==> src/rtl/uart_apb_sequencer.sv <==
`default_nettype none
// ============================================================================
// Module : uart_apb_sequencer
// Brief  : APB master that brings up the UART slave, then arbitrates host
//          TX-byte writes and RX-byte reads onto its APB port.
// Rev    : 1.0
// ============================================================================
module uart_apb_sequencer #(
   parameter int          TIMEOUT      = 1024,
   parameter int          TX_GAP_BAUDS = 11,
   parameter logic [31:0] CTRL_RST_VAL = 32'h6,
   parameter logic [31:0] CTRL_EN_VAL  = 32'h9
) (
   input  logic        PCLK,
   input  logic        PRESET,
   input  logic        cfg_start,
   input  logic [31:0] cfg_baud,
   output logic        cfg_done,
   input  logic        tx_req,
   input  logic [7:0]  tx_data,
   output logic        tx_ack,
   input  logic        rx_req,
   output logic        rx_ack,
   output logic [7:0]  rx_data,
   output logic        err,
   output logic        busy,
   output logic        m_psel,
   output logic        m_penable,
   output logic        m_pwrite,
   output logic [31:0] m_paddr,
   output logic [31:0] m_pwdata,
   input  logic [31:0] m_prdata,
   input  logic        m_pready
);

   localparam logic [1:0]  c_IDLE      = 2'd0;
   localparam logic [1:0]  c_SETUP     = 2'd1;
   localparam logic [1:0]  c_ACCESS    = 2'd2;
   localparam logic [1:0]  c_SETTLE    = 2'd3;

   localparam logic [1:0]  c_STEP_BAUD = 2'd0;
   localparam logic [1:0]  c_STEP_RST  = 2'd1;
   localparam logic [1:0]  c_STEP_EN   = 2'd2;

   localparam logic [31:0] c_ADDR_CTRL = 32'h0000_0000;
   localparam logic [31:0] c_ADDR_TX   = 32'h0000_0002;
   localparam logic [31:0] c_ADDR_RX   = 32'h0000_0003;
   localparam logic [31:0] c_ADDR_BAUD = 32'h0000_0004;

   logic [1:0]  r_state;
   logic [1:0]  w_next;
   logic [1:0]  r_step;
   logic        r_boot;
   logic        r_op_tx;
   logic        r_rr_rx;
   logic [31:0] r_baud;
   logic [31:0] r_settle;
   logic [31:0] r_gap;
   logic [31:0] r_wait;

   logic        w_idle;
   logic        w_start;
   logic        w_boot_next;
   logic        w_svc;
   logic        w_tx_elig;
   logic        w_rx_elig;
   logic        w_grant_rx;
   logic        w_grant_tx;
   logic        w_xfer_done;
   logic        w_abort;
   logic        w_launch;
   logic [31:0] w_baud_new;
   logic [31:0] w_addr;
   logic [31:0] w_wdata;
   logic        w_write;
   logic        w_prdata_unused;

   assign w_prdata_unused = ^m_prdata[31:8];

   assign w_idle      = (r_state == c_IDLE);
   assign w_start     = w_idle & cfg_start;
   assign w_boot_next = w_idle & r_boot & ~cfg_start;
   assign w_svc       = w_idle & cfg_done & ~r_boot & ~cfg_start;
   assign w_baud_new  = (cfg_baud == 32'd0) ? 32'd1 : cfg_baud;

   // The ack cycle masks its own request so a held level is not served twice.
   assign w_tx_elig   = tx_req & (r_gap == 32'd0) & ~tx_ack;
   assign w_rx_elig   = rx_req & ~rx_ack;
   assign w_grant_rx  = w_svc & w_rx_elig & (r_rr_rx | ~w_tx_elig);
   assign w_grant_tx  = w_svc & w_tx_elig & ~w_grant_rx;

   assign w_xfer_done = (r_state == c_ACCESS) & m_pready;
   assign w_abort     = (r_state == c_ACCESS) & ~m_pready & (r_wait == 32'(TIMEOUT - 1));
   assign w_launch    = w_idle & (w_next == c_SETUP);

   // State register
   always_ff @(posedge PCLK) begin
      if (PRESET) begin
         r_state <= c_IDLE;
      end else begin
         r_state <= w_next;
      end
   end

   // Next-state logic
   always_comb begin
      w_next = r_state;
      case (r_state)
         c_IDLE: begin
            if (w_start | w_boot_next | w_grant_rx | w_grant_tx) begin
               w_next = c_SETUP;
            end
         end
         c_SETUP: begin
            w_next = c_ACCESS;
         end
         c_ACCESS: begin
            if (m_pready) begin
               w_next = (r_boot && (r_step != c_STEP_BAUD)) ? c_SETTLE : c_IDLE;
            end else if (w_abort) begin
               w_next = c_IDLE;
            end
         end
         c_SETTLE: begin
            if (r_settle == 32'd0) begin
               w_next = c_IDLE;
            end
         end
         default: w_next = c_IDLE;
      endcase
   end

   // Bus handshake outputs
   always_comb begin
      m_psel    = 1'b0;
      m_penable = 1'b0;
      busy      = 1'b1;
      case (r_state)
         c_IDLE:   busy = 1'b0;
         c_SETUP:  m_psel = 1'b1;
         c_ACCESS: begin
            m_psel    = 1'b1;
            m_penable = 1'b1;
         end
         default:  busy = 1'b1;
      endcase
   end

   // Address/data of the transfer about to be launched from IDLE
   always_comb begin
      w_addr  = c_ADDR_BAUD;
      w_wdata = w_baud_new;
      w_write = 1'b1;
      if (w_start) begin
         w_addr  = c_ADDR_BAUD;
         w_wdata = w_baud_new;
      end else if (w_boot_next) begin
         case (r_step)
            c_STEP_RST: begin
               w_addr  = c_ADDR_CTRL;
               w_wdata = CTRL_RST_VAL;
            end
            c_STEP_EN: begin
               w_addr  = c_ADDR_CTRL;
               w_wdata = CTRL_EN_VAL;
            end
            default: begin
               w_addr  = c_ADDR_BAUD;
               w_wdata = r_baud;
            end
         endcase
      end else if (w_grant_rx) begin
         w_addr  = c_ADDR_RX;
         w_wdata = 32'd0;
         w_write = 1'b0;
      end else begin
         w_addr  = c_ADDR_TX;
         w_wdata = {24'h0, tx_data};
      end
   end

   always_ff @(posedge PCLK) begin
      if (PRESET) begin
         m_paddr  <= 32'd0;
         m_pwdata <= 32'd0;
         m_pwrite <= 1'b0;
         r_op_tx  <= 1'b0;
         r_rr_rx  <= 1'b1;
         r_wait   <= 32'd0;
      end else begin
         if (w_launch) begin
            m_paddr  <= w_addr;
            m_pwdata <= w_wdata;
            m_pwrite <= w_write;
            r_op_tx  <= w_grant_tx;
            if (w_grant_rx | w_grant_tx) begin
               r_rr_rx <= w_grant_tx;
            end
         end
         if (r_state == c_SETUP) begin
            r_wait <= 32'd0;
         end else if (r_state == c_ACCESS) begin
            r_wait <= r_wait + 32'd1;
         end
      end
   end

   // Bring-up sequencing, service completion and sticky status
   always_ff @(posedge PCLK) begin
      if (PRESET) begin
         r_boot   <= 1'b0;
         r_step   <= c_STEP_BAUD;
         r_baud   <= 32'd1;
         r_settle <= 32'd0;
         r_gap    <= 32'd0;
         cfg_done <= 1'b0;
         err      <= 1'b0;
         tx_ack   <= 1'b0;
         rx_ack   <= 1'b0;
         rx_data  <= 8'd0;
      end else begin
         tx_ack <= 1'b0;
         rx_ack <= 1'b0;
         if (r_gap != 32'd0) begin
            r_gap <= r_gap - 32'd1;
         end
         if (w_start) begin
            r_baud   <= w_baud_new;
            r_boot   <= 1'b1;
            r_step   <= c_STEP_BAUD;
            cfg_done <= 1'b0;
            err      <= 1'b0;
            r_gap    <= 32'd0;
         end
         if (w_xfer_done) begin
            if (r_boot) begin
               if (r_step == c_STEP_BAUD) begin
                  r_step <= c_STEP_RST;
               end else begin
                  r_settle <= r_baud - 32'd1;
               end
            end else if (r_op_tx) begin
               tx_ack <= 1'b1;
               r_gap  <= 32'(TX_GAP_BAUDS) * r_baud - 32'd1;
            end else begin
               rx_ack  <= 1'b1;
               rx_data <= m_prdata[7:0];
            end
         end
         // A timed-out service transfer is still acknowledged so the host never stalls.
         if (w_abort) begin
            err <= 1'b1;
            if (r_boot) begin
               r_boot <= 1'b0;
               r_step <= c_STEP_BAUD;
            end else if (r_op_tx) begin
               tx_ack <= 1'b1;
            end else begin
               rx_ack <= 1'b1;
            end
         end
         if (r_state == c_SETTLE) begin
            if (r_settle == 32'd0) begin
               if (r_step == c_STEP_RST) begin
                  r_step <= c_STEP_EN;
               end else begin
                  r_boot   <= 1'b0;
                  r_step   <= c_STEP_BAUD;
                  cfg_done <= 1'b1;
               end
            end else begin
               r_settle <= r_settle - 32'd1;
            end
         end
      end
   end

endmodule
`default_nettype wire

==> config.mk <==
export PLATFORM = sky130hd
export DESIGN_NAME = uart_apb_sequencer
export DESIGN_NICKNAME = d
export VERILOG_FILES = /design/src/rtl/uart_apb_sequencer.sv
export SDC_FILE = /design/constraint.sdc
export NUM_CORES = 1
export LEC_CHECK = 0
export ABC_CLOCK_PERIOD_IN_PS = 4000
export CORE_MARGIN = 1.5
export CORE_UTILIZATION = 51
export DETAILED_ROUTE_END_ITERATION = 6
export PLACE_DENSITY_LB_ADDON = 0.1
export SYNTH_ARGS = -nofsm -noshare
export SYNTH_HDL_FRONTEND = slang
export SYNTH_SLANG_ARGS = --single-unit
==> constraint.sdc <==
create_clock -name PCLK -period 4 [get_ports PCLK]
set_input_delay 0.4 -clock PCLK [delete_from_list [all_inputs] [get_ports PCLK]]
set_output_delay 0.4 -clock PCLK [all_outputs]
set_load 0.05 [all_outputs]
# After elaboration in Yosys (flattened, before gate mapping)
# Cells that the tools add are included.
# word_totals
register_bits	212
# classes
mux	64
bitwise_logic	30
n_eq_ne	7
addsub	5
n_mul	1
reduce_logical	14
# op_table
op	n
$mux 32	15
$sub 32x1->32 const B	4
$logic_not 32->1	3
$pmux 32 s2	1
$add 32x1->32 const B	1
$eq 32x10->1 const B	1
$mul 4x32->32 const A	1
$reduce_bool 32->1	1
$mux 1	31
$mux 2	14
$and 1x1->1	17
$mux 8	1
$not 1->1	8
$pmux 2 s4	1
$eq 2x1->1 const B	3
$eq 2x2->1 const B	3
$reduce_or 2->1	3
$or 1x1->1	5
$logic_not 2->1	2
$reduce_bool 2->1	2
$mux 3	1
$reduce_and 3->1	1
$reduce_and 2->1	1
$logic_and 1x1->1	1

# Longest topological paths before layout
# depth
depth_word	14
ltp_mapped	15

# Least setup slack after synthesis
# OpenSTA, ideal clock, no wires.
# synth_timing
path_kind	flip-flop to flip-flop
start	register r_baud[2]
end	register r_gap[31]
stages_incl_launch_ff	16
arrival_ns	3.927
period_less_slack_ns	4.044
setup_slack_ns	-0.044
t_required_ns	3.883
path_cell_list	dfxtp_1 inv_1 fa_1 inv_1 fa_1 inv_1 ha_1 and3_1 a22oi_1 o311ai_0 a221o_1 a21oi_1 o21ai_0 a221o_1 mux2i_1 nand2_1
# synth_between
elab_chain_cells	5
# synth_lines
element	line_no	text
start: declaration	56	logic [31:0] r_baud;
start signal: assignment	228	r_baud <= w_baud_new;
$mul 4x32->32	244	r_gap <= 32'(TX_GAP_BAUDS) * r_baud - 32'd1;
$sub 32x1->32	244	
$mux 32	242	end else if (r_op_tx) begin
$mux 32	236	if (r_boot) begin
$mux 32	235	if (w_xfer_done) begin
end signal: assignment	225	r_gap <= r_gap - 32'd1;
end signal: assignment	244	
end: declaration	58	logic [31:0] r_gap;
# Every way passes these cells.
# A chain may end at the register's enable or synchronous reset.

# Worst setup path after layout
# layout_timing
start	register r_baud[3]
end	register r_gap[22]
# Same word-level chain as after synthesis.

==> metrics.cfg <==
[status]
status=finished clean

[floorplan]
die_area_um2=25400
start_util_pct=51.7
ios=158
die_w_um=159
core_area_um2=24100
fp-row-count=57
die_h_um=159

[power]
p_total_uw=11300
power.leakage_uw=0.00610
ir_worst_vdd_mv=0.451
p_per_area_nw_per_um2=770

[sta]
tightest_slew_ns=0.955
timing.final.crit_share_pct=96.5
finClkSkew_ns=0.0148
post-route-min-period_ns=3.86
relSlewSlack_pct=35.7
final_max_slew_viol_count=0
tns_ns=0
setup_viol=0
final_hold_viol_count=0
timing.fmax_mhz=259

[worst_setup_path]
r2r_start=r_baud[3]
slowest_stage=fa_1
cp-start-kind=flip-flop
end_kind=flip-flop
worstPathRequired_ns=4.29
r2r_cells=16
slowest_delay_ns=0.54
worst-path-max-fanout=6
worstPathCellList=buf_4, fa_1, inv_1, fa_1, inv_1, ha_1, a21oi_1, a21o_1, o311ai_4, a221o_1, buf_4, a21o_1, a21o_1, a21oi_2, xor2_1, o22ai_1
crit_type=flip-flop to flip-flop
r2r-end=r_gap[22]
arrival_ns=4.15
crit_top_cell=a21o_1
r2r_setup_slack_ns=0.14

[synth]
ys.flop_type=dfxtp_1
synth_cell_types=69
syn_avg_cell_area_um2=8.33
syn-instance-count=1495
synth_edf_count=0
synth_seq_area_share_pct=29.4
ys_seq_elements=183
synth.cell_area_um2=12500
synth_warnings=0
ys_async_sr_fraction_pct=0

[cts]
post-cts-setup-buffer-count=0
clkLatencyLatePin_ns=0.45
numCtsBuffers=17
clock_sinks=183
ctsHtreeMaxLevel=4
cts-root-buf=clkbuf_16
clk_path_buf_depth=2
holdBufCountCts=0
clk_pin_slew_ns=0.09
cts_tree=done

[place]
hpwlAfterDp_um=24500
place_congestion=0.843
dpl.cell_count=1922
placed_area_um2=14000
io_buffers=104

[hold_path]
holdPathStages=2
hold_path_class=input port to flip-flop
hold_start=PRESET
hold_end=err

[grt]
grt_max_degree=62
antenna_found_initial=0
grt_overflow=0
grt_pass1_vias=10496
grt_use_total_pct=26.1
grt_pass1_wl_um=53800

[drt]
wl_um=32500
ant_nets=0
drt_iter0_drc=618
dr.pass1.iters=6
vias=10877
drc=0
post_drt_wl_per_cell_um=16.6
routed_via_density=5.57

[final_layout]
layout_common_cells=177 x dfxtp_1, 157 x inv_1, 157 x nand2_1
layout-drive-gt1-share_pct=9.45
final_cell_count_no_fill=1954
diodes=0
finalInstanceArea_um2=14700
fillers=2236
area_growth_syn_to_layout_pct=18.0
final_nets=1824
mostFrequentLayoutCell=dfxtp_1

[flow_run]
cap_viol_max_count=0

[cells in the mapped netlist (19+ instances only)]
library cell	number	area, µm²
a21o_1	25	188
a21oi_1	102	510
buf_4	32	240
clkbuf_1	51	191
dfxtp_1	183	3660
fa_1	56	1120
ha_1	73	913
inv_1	157	589
nand2_1	158	593
nand3_1	27	135
nand4_1	19	119
nor2_1	137	514
nor3_1	39	195
nor4_1	32	200
o21ai_0	33	165
o22ai_1	23	144
xnor2_1	79	692
xor2_1	39	342
[sequential cells by signal (all words and copies together) (netlist names)]
register	flops
r_rr_rx	1
r_boot	1
r_baud	32
r_gap	32
m_pwrite	1
r_op_tx	1
m_paddr	3
r_wait	32
r_step	2
rx_data	8
err	1
r_state	2
r_settle	32
tx_ack	1
m_pwdata	32
cfg_done	1
rx_ack	1
[worst max path at each step]
stage,to,startpoint
2_1_floorplan,r_gap[31],r_baud[2]
3_3_place_gp,r_gap[30],r_baud[1]
3_5_place_dp,r_gap[30],r_baud[1]
4_1_cts,r_gap[22],r_baud[0]
5_1_grt,r_gap[22],r_baud[6]
6_report,r_gap[22],r_baud[3]
[per-stage QoR]
step | hold slack (ns) | util [%] | setup WS (ns)
finish | 0.389 | 61.0 | 0.138
global route | 0.406 | 61.0 | -0.0322
CTS | 0.384 | 60.7 | 0.0384
detailed placement | 0.461 | 58.1 | -0.0480
global placement | 0.458 | 58.1 | 0.0551
floorplan | 0.452 | - | 0.0971
[cells by family after synthesis]
kind of cell               count (synthesis)  synth area share (%)
buffers and inverters                    247                  8.72
xor gates and xnor gates                 118                  8.30
AOI/OAI and AO/OA                        286                  15.9
muxes                                     15                  1.21
and+or+nand+nor                          516                  20.1
DFF                                      183                  29.4
other                                      1                0.0301
adders and majority gates                129                  16.3
[critical path, delay by kind of cell, from the launching register on]
family,cells,cell delay [ns]
flip-flops,1,0.31
buffers and inverters,4,0.41
XOR/XNOR,1,0.19
AO/OA/AOI/OAI,8,1.48
adder cells (fa/ha/maj),3,1.31
[final cells by class]
cell class                 count  area (µm²)  share of cell area [%]
clock buffer                  18         429                    2.92
clock inverter                14         175                    1.19
inverter                     157         589                    4.01
multi-input combinational   1093        7910                    53.8
sequential                   183        3670                    25.0
tap                          324         405                    2.76
timing repair buffer         165        1520                    10.4
[per-layer routing]
| layer | wire length [µm] | track usage (%) |
|---|---|---|
| met3 | 1390 | 2.92 |
| met2 | 15300 | 43.8 |
| met4 | 766 | 8.45 |
| met1 | 15100 | 35.2 |
| met5 | 0 | 0 |
[repair_timing]
action,4_1_cts,5_1_grt
gates cloned,0,0
gates resized for setup,3,15
pin swaps,0,5
setup endpoints to repair,4,9
[where the power goes]
part           total [µW]  switching, µW  internal [µW]  leakage (µW)
registers            2500            337           2160       0.00149
logic                7080           4110           2970       0.00432
clock network        1730            879            850      0.000292
No activity file was read; power rests on OpenSTA's default activity.
